==> config.mk <==
export PLATFORM = sky130hd
export DESIGN_NAME = button_debounce
export DESIGN_NICKNAME = d
export VERILOG_FILES = /design/src/rtl/button_debounce_pkg.sv /design/src/rtl/button_debounce.sv
export SDC_FILE = /design/constraint.sdc
export NUM_CORES = 1
export LEC_CHECK = 0
export ABC_CLOCK_PERIOD_IN_PS = 1600
export BUFFER_PORTS_ARGS = -buffer_cell sky130_fd_sc_hd__buf_4
export CAP_MARGIN = 30
export CORE_AREA = 4 4 41 43
export DETAILED_ROUTE_END_ITERATION = 10
export DIE_AREA = 0 0 45 47
export GPL_TIMING_DRIVEN = 0
export PLACE_DENSITY = 0.48
export SLEW_MARGIN = 30
export SYNTH_ARGS = -nofsm -noshare
export SYNTH_HDL_FRONTEND = slang
export SYNTH_SLANG_ARGS = --single-unit
export TNS_END_PERCENT = 5
==> constraint.sdc <==
create_clock -name clk -period 1.6 [get_ports clk]
set_input_delay 0.16 -clock clk [delete_from_list [all_inputs] [get_ports clk]]
set_output_delay 0.16 -clock clk [all_outputs]
set_load 0.02 [all_outputs]
==> src/rtl/button_debounce_pkg.sv <==
// Shared types and helpers for the push-button debouncer: FSM state encoding
// and the debounce window length calculation.
package button_debounce_pkg;

  typedef enum logic [1:0] {
    STABLE_LO = 2'd0,
    PEND_HI   = 2'd1,
    STABLE_HI = 2'd2,
    PEND_LO   = 2'd3
  } debounce_state_t;

  // Window length in clock cycles; never below 1 so the FSM always has a
  // reachable terminal count, even for silly parameter combinations.
  function automatic int unsigned window_len(input int unsigned clk_freq,
                                             input int unsigned debounce_hz);
    int unsigned n;
    if (debounce_hz == 0) begin
      n = 1;
    end else begin
      n = clk_freq / debounce_hz;
    end
    if (n < 1) begin
      n = 1;
    end
    return n;
  endfunction

  // States in which the debounced level is high.
  function automatic logic is_high_state(input debounce_state_t s);
    return (s == STABLE_HI) || (s == PEND_LO);
  endfunction

endpackage

==> src/rtl/button_debounce.sv <==
// Push-button debouncer: two-flop synchroniser feeding a four-state FSM that
// commits a new level only after it has been held for a full window.
module button_debounce
  import button_debounce_pkg::*;
#(
  parameter int unsigned CLK_FREQ    = 1_000,
  parameter int unsigned DEBOUNCE_HZ = 40
) (
  input  logic clk,
  input  logic rst,
  input  logic btn_in,
  output logic btn_out
);

  localparam int unsigned N     = window_len(CLK_FREQ, DEBOUNCE_HZ);
  localparam int          CNT_W = $clog2(N + 1);
  localparam logic [CNT_W-1:0] CNT_N    = CNT_W'(N);
  localparam logic [CNT_W-1:0] CNT_ONE  = CNT_W'(1);
  localparam logic [CNT_W-1:0] CNT_ZERO = '0;

  logic            sync1_reg;
  logic            sync2_reg;
  debounce_state_t state_reg;
  debounce_state_t state_next;
  logic [CNT_W-1:0] cnt_reg;
  logic [CNT_W-1:0] cnt_next;
  logic            btn_out_reg;
  logic            btn_out_next;
  logic            sample_hi;

  // Anything other than a clean 1 (including X/Z in simulation) counts as low.
  assign sample_hi = (sync2_reg == 1'b1);

  always_ff @(posedge clk or posedge rst) begin
    if (rst) begin
      sync1_reg   <= 1'b0;
      sync2_reg   <= 1'b0;
      state_reg   <= STABLE_LO;
      cnt_reg     <= CNT_ZERO;
      btn_out_reg <= 1'b0;
    end else begin
      sync1_reg   <= btn_in;
      sync2_reg   <= sync1_reg;
      state_reg   <= state_next;
      cnt_reg     <= cnt_next;
      btn_out_reg <= btn_out_next;
    end
  end

  // The counter stops at N because reaching N always leaves the PEND state.
  always_comb begin
    state_next = state_reg;
    cnt_next   = cnt_reg;
    case (state_reg)
      STABLE_LO: begin
        if (sample_hi) begin
          state_next = PEND_HI;
          cnt_next   = CNT_ONE;
        end else begin
          cnt_next   = CNT_ZERO;
        end
      end
      PEND_HI: begin
        if (!sample_hi) begin
          state_next = STABLE_LO;
          cnt_next   = CNT_ZERO;
        end else if (cnt_reg == CNT_N) begin
          state_next = STABLE_HI;
          cnt_next   = CNT_ZERO;
        end else begin
          cnt_next   = cnt_reg + CNT_ONE;
        end
      end
      STABLE_HI: begin
        if (!sample_hi) begin
          state_next = PEND_LO;
          cnt_next   = CNT_ONE;
        end else begin
          cnt_next   = CNT_ZERO;
        end
      end
      PEND_LO: begin
        if (sample_hi) begin
          state_next = STABLE_HI;
          cnt_next   = CNT_ZERO;
        end else if (cnt_reg == CNT_N) begin
          state_next = STABLE_LO;
          cnt_next   = CNT_ZERO;
        end else begin
          cnt_next   = cnt_reg + CNT_ONE;
        end
      end
      default: begin
        state_next = STABLE_LO;
        cnt_next   = CNT_ZERO;
      end
    endcase
  end

  // Output register is loaded from the next state so the level commits on
  // the same edge the FSM enters its new STABLE state.
  always_comb begin
    btn_out_next = is_high_state(state_next);
  end

  assign btn_out = btn_out_reg;

endmodule

==> run_results.csv <==
group,metric,value,unit
floorplan,core_area,0.001301,mm²
logic_synthesis,synth_area_leaders,"dfrtp_1 (60%), xor2_1 (7.0%), ha_1 (6.7%)",
worst_hold_path,hold_depth,1,
worst_hold_path,whs_endpoint,"sync1_reg",
route,drt_first_pass_iters,3,
logic_synthesis,synth_top_area_cell,"dfrtp_1",
route,route.detailed.drc,0,
sta,fin_crit_sh,0.8549,
sta,tns,0,ns
critical_path,cp.arrival,1.50,ns
logic_synthesis,seq_area_frac_synth,0.6040,
power,seqPwrFrac,0.565,
logic_synthesis,synthSimpleGateAreaFrac,0.1611,
critical_path,cp-start-kind,"register",
power,cellInternalPower,340.9,µW
final_layout,final-instance-count-excl-fill,53,
job,cap_violations,0,
critical_path,path_class,"reg -> reg",
logic_synthesis,netlist.area_leader.share,0.6040,
clocking,cts_sinks,9,
floorplan,start_util,0.2865,
logic_synthesis,synth_top_family_by_area,"simple AND/OR/NAND/NOR gates",
placement,placed_cells,48,
critical_path,r2r_setup_slack,0.23,ns
logic_synthesis,syn_avg_cell_area,12.43,µm²
floorplan,num_rows,13,
logic_synthesis,syn_inst,30,
power,p_leak,0.2170,nW
sta,setup_slack,0.2322,ns
logic_synthesis,synthesis.area,372.9,µm²
critical_path,critPathMaxStageDelay,0.42,ns
power,p_switching,84.51,µW
floorplan,die-area,0.002115,mm²
clocking,cts.repair.resized,0,
final_layout,finalNetCount,44,
grt,grt_usage,0.06576,
route,via_count,223,
logic_synthesis,synth_mux_area_frac,0.04027,
logic_synthesis,synth_xor_area_frac,0.09396,
power,pwr-share-comb,0.050,
placement,io_buffers,3,
critical_path,cp_slowest_cell,"dfrtp_1",
sta,holdWs,0.02017,ns
final_layout,final_area,450.4,µm²
final_layout,layout_commonest_cell,"dfrtp_1",
route,ant_nets,0,
power,clockPowerShare,0.385,
route,drtIter0Drc,1,
critical_path,path_cells,"ha_1, and4b_1, nand2_1, mux2_4",
sta,hold_viol_final,0,
final_layout,nFillCells,135,
route,drt-total-wl,538,µm
logic_synthesis,synth_fa_ha_area_frac,0.06711,
floorplan,die_w,45,µm
outcome,outcome,"finished clean",
grt,grt_start_max_net_pins,10,
grt,grt_pass1_vias,222,
final_layout,utilization,0.3462,
worst_hold_path,hp-class,"in -> reg",
sta,fin_worst_skew,0.003644,ns
power,swShare,0.1986,
clocking,cts_tree,"yes",
critical_path,worstPathMaxFanout,4,
placement,gp_congestion,0.7058,
critical_path,reg2reg_depth,4,
sta,tightest_slew,0.3222,ns
floorplan,fp.dieH,47,µm
clocking,clkLatencyLatePin,0.25,ns
grt,antenna_found_initial,0,
logic_synthesis,yosysUniqueCellTypes,14,
placement,dp_hpwl,428.8,µm
grt,grt-ovfl-total,0,
placement,place_ws,0.2349,ns
critical_path,r2r-end,"state_reg[1]",
final_layout,diodes,0,
sta,rsz0062_at_grt,"false",
final_layout,syn2layout_area_growth,20.81,%
final_layout,final_cell_mix,"dfrtp_1 (9), nor2_1 (4), xor2_1 (3), clkbuf_4 (3), buf_4 (3)",
floorplan,pin_count,4,
placement,placed_cell_area,414.1,µm²
sta,relSlewSlack,0.7849,
power,powerDensity,944.5,mW/mm²
clocking,ctsRootBufferMaster,"clkbuf_4",
logic_synthesis,yosys_warnings,0,
clocking,clockBufferDepth,2,
final_layout,largest_reg_flops,5,
critical_path,r2r_start,"cnt_reg[0]",
route,wire_per_inst,10.15,µm
worst_hold_path,hold_start,"btn_in",
sta,fmax,731.1,MHz
clocking,htreeDepth,1,
logic_synthesis,synth_seq_cells,9,
sta,slew_violations,0,
grt,grt_pass1_wl,910,µm
power,vdd_drop_max,0.4042,mV
sta,period_minus_slack,1.368,ns
logic_synthesis,synth_compound_area_frac,0.01342,
sta,finalSetupViolations,0,
route,vias_per_cell,4.208,
critical_path,crit_required,1.73,ns
critical_path,critPathCaptureType,"register",
clocking,cts.clk_slew.worst_paths,0.05,ns
power,total_power,425.4,µW
clocking,numCtsBuffers,3,
final_layout,final_layout_size_suffix_gt1_frac,0.2105,
logic_synthesis,synth_fp_nets,35,
==> worst max path at each step <==
stage                           from      endpoint  slack (ns)  cells after the start
after floorplan           cnt_reg[0]  state_reg[1]        0.32                      4
after global placement    cnt_reg[0]  state_reg[1]        0.25                      4
final                     cnt_reg[0]  state_reg[1]        0.23                      4
after CTS                 cnt_reg[0]  state_reg[1]        0.22                      4
after global routing      cnt_reg[0]  state_reg[1]        0.17                      4
after detailed placement  cnt_reg[0]  state_reg[1]        0.23                      4
==> kinds of logic after synthesis <==
family / count (synthesis)
AOI/OAI and AO/OA: 1
buffers and inverters: 2
xor gates and xnor gates: 4
and+or+nand+nor: 11
adders and majority gates: 2
DFF: 9
muxes: 1
==> Yosys cell counts <==
master and n:
and2_1 1, and2_2 1, and4b_1 1, dfrtp_1 9, ha_1 2, inv_1 2
mux2_4 1, nand2_1 1, nand3_1 2, nand3b_1 1, nor2_1 4, o21ai_0 1
xnor2_1 1, xor2_1 3
==> metal layers <==
layer	up-vias	wire length, µm	track usage
met3	0	19	0.03448
met1	109	257	0.07601
met2	3	261	0.09040
li1	111	-	-
met5	-	0	0
met4	0	0	0.05263
==> final cells by class <==
class | instances | area, µm² | area share
timing repair buffer | 4 | 32.53 | 0.07222
clock buffer | 4 | 26.28 | 0.05833
inverter | 2 | 7.507 | 0.01667
tap | 15 | 18.77 | 0.04167
multi-input combinational | 19 | 140.1 | 0.3111
sequential | 9 | 225.2 | 0.5000
==> power groups by stage <==
stage / clock network, mW / registers [mW] / logic, mW
3_5_place_dp: 0 / 0.245 / 0.0199
4_1_cts: 0.172 / 0.240 / 0.0220
3_3_place_gp: 0 / 0.244 / 0.0189
6_report: 0.164 / 0.240 / 0.0212
5_1_grt: 0.188 / 0.241 / 0.0248
2_1_floorplan: 0 / 0.243 / 0.0132
==> worst max-delay path, delay by kind of cell (launching register included) <==
family	cells	cell delay, ns
adders and majority gates	1	0.21
DFF	1	0.42
muxes	1	0.30
and+or+nand+nor	2	0.32
==> timing repair <==
| action | CTS | global route |
|---|---|---|
| setup buffers | 0 | 0 |
| hold endpoints to repair | 9 | 0 |
| hold buffers | 1 | 0 |
Note: power is estimated with default switching activity, not from simulation.
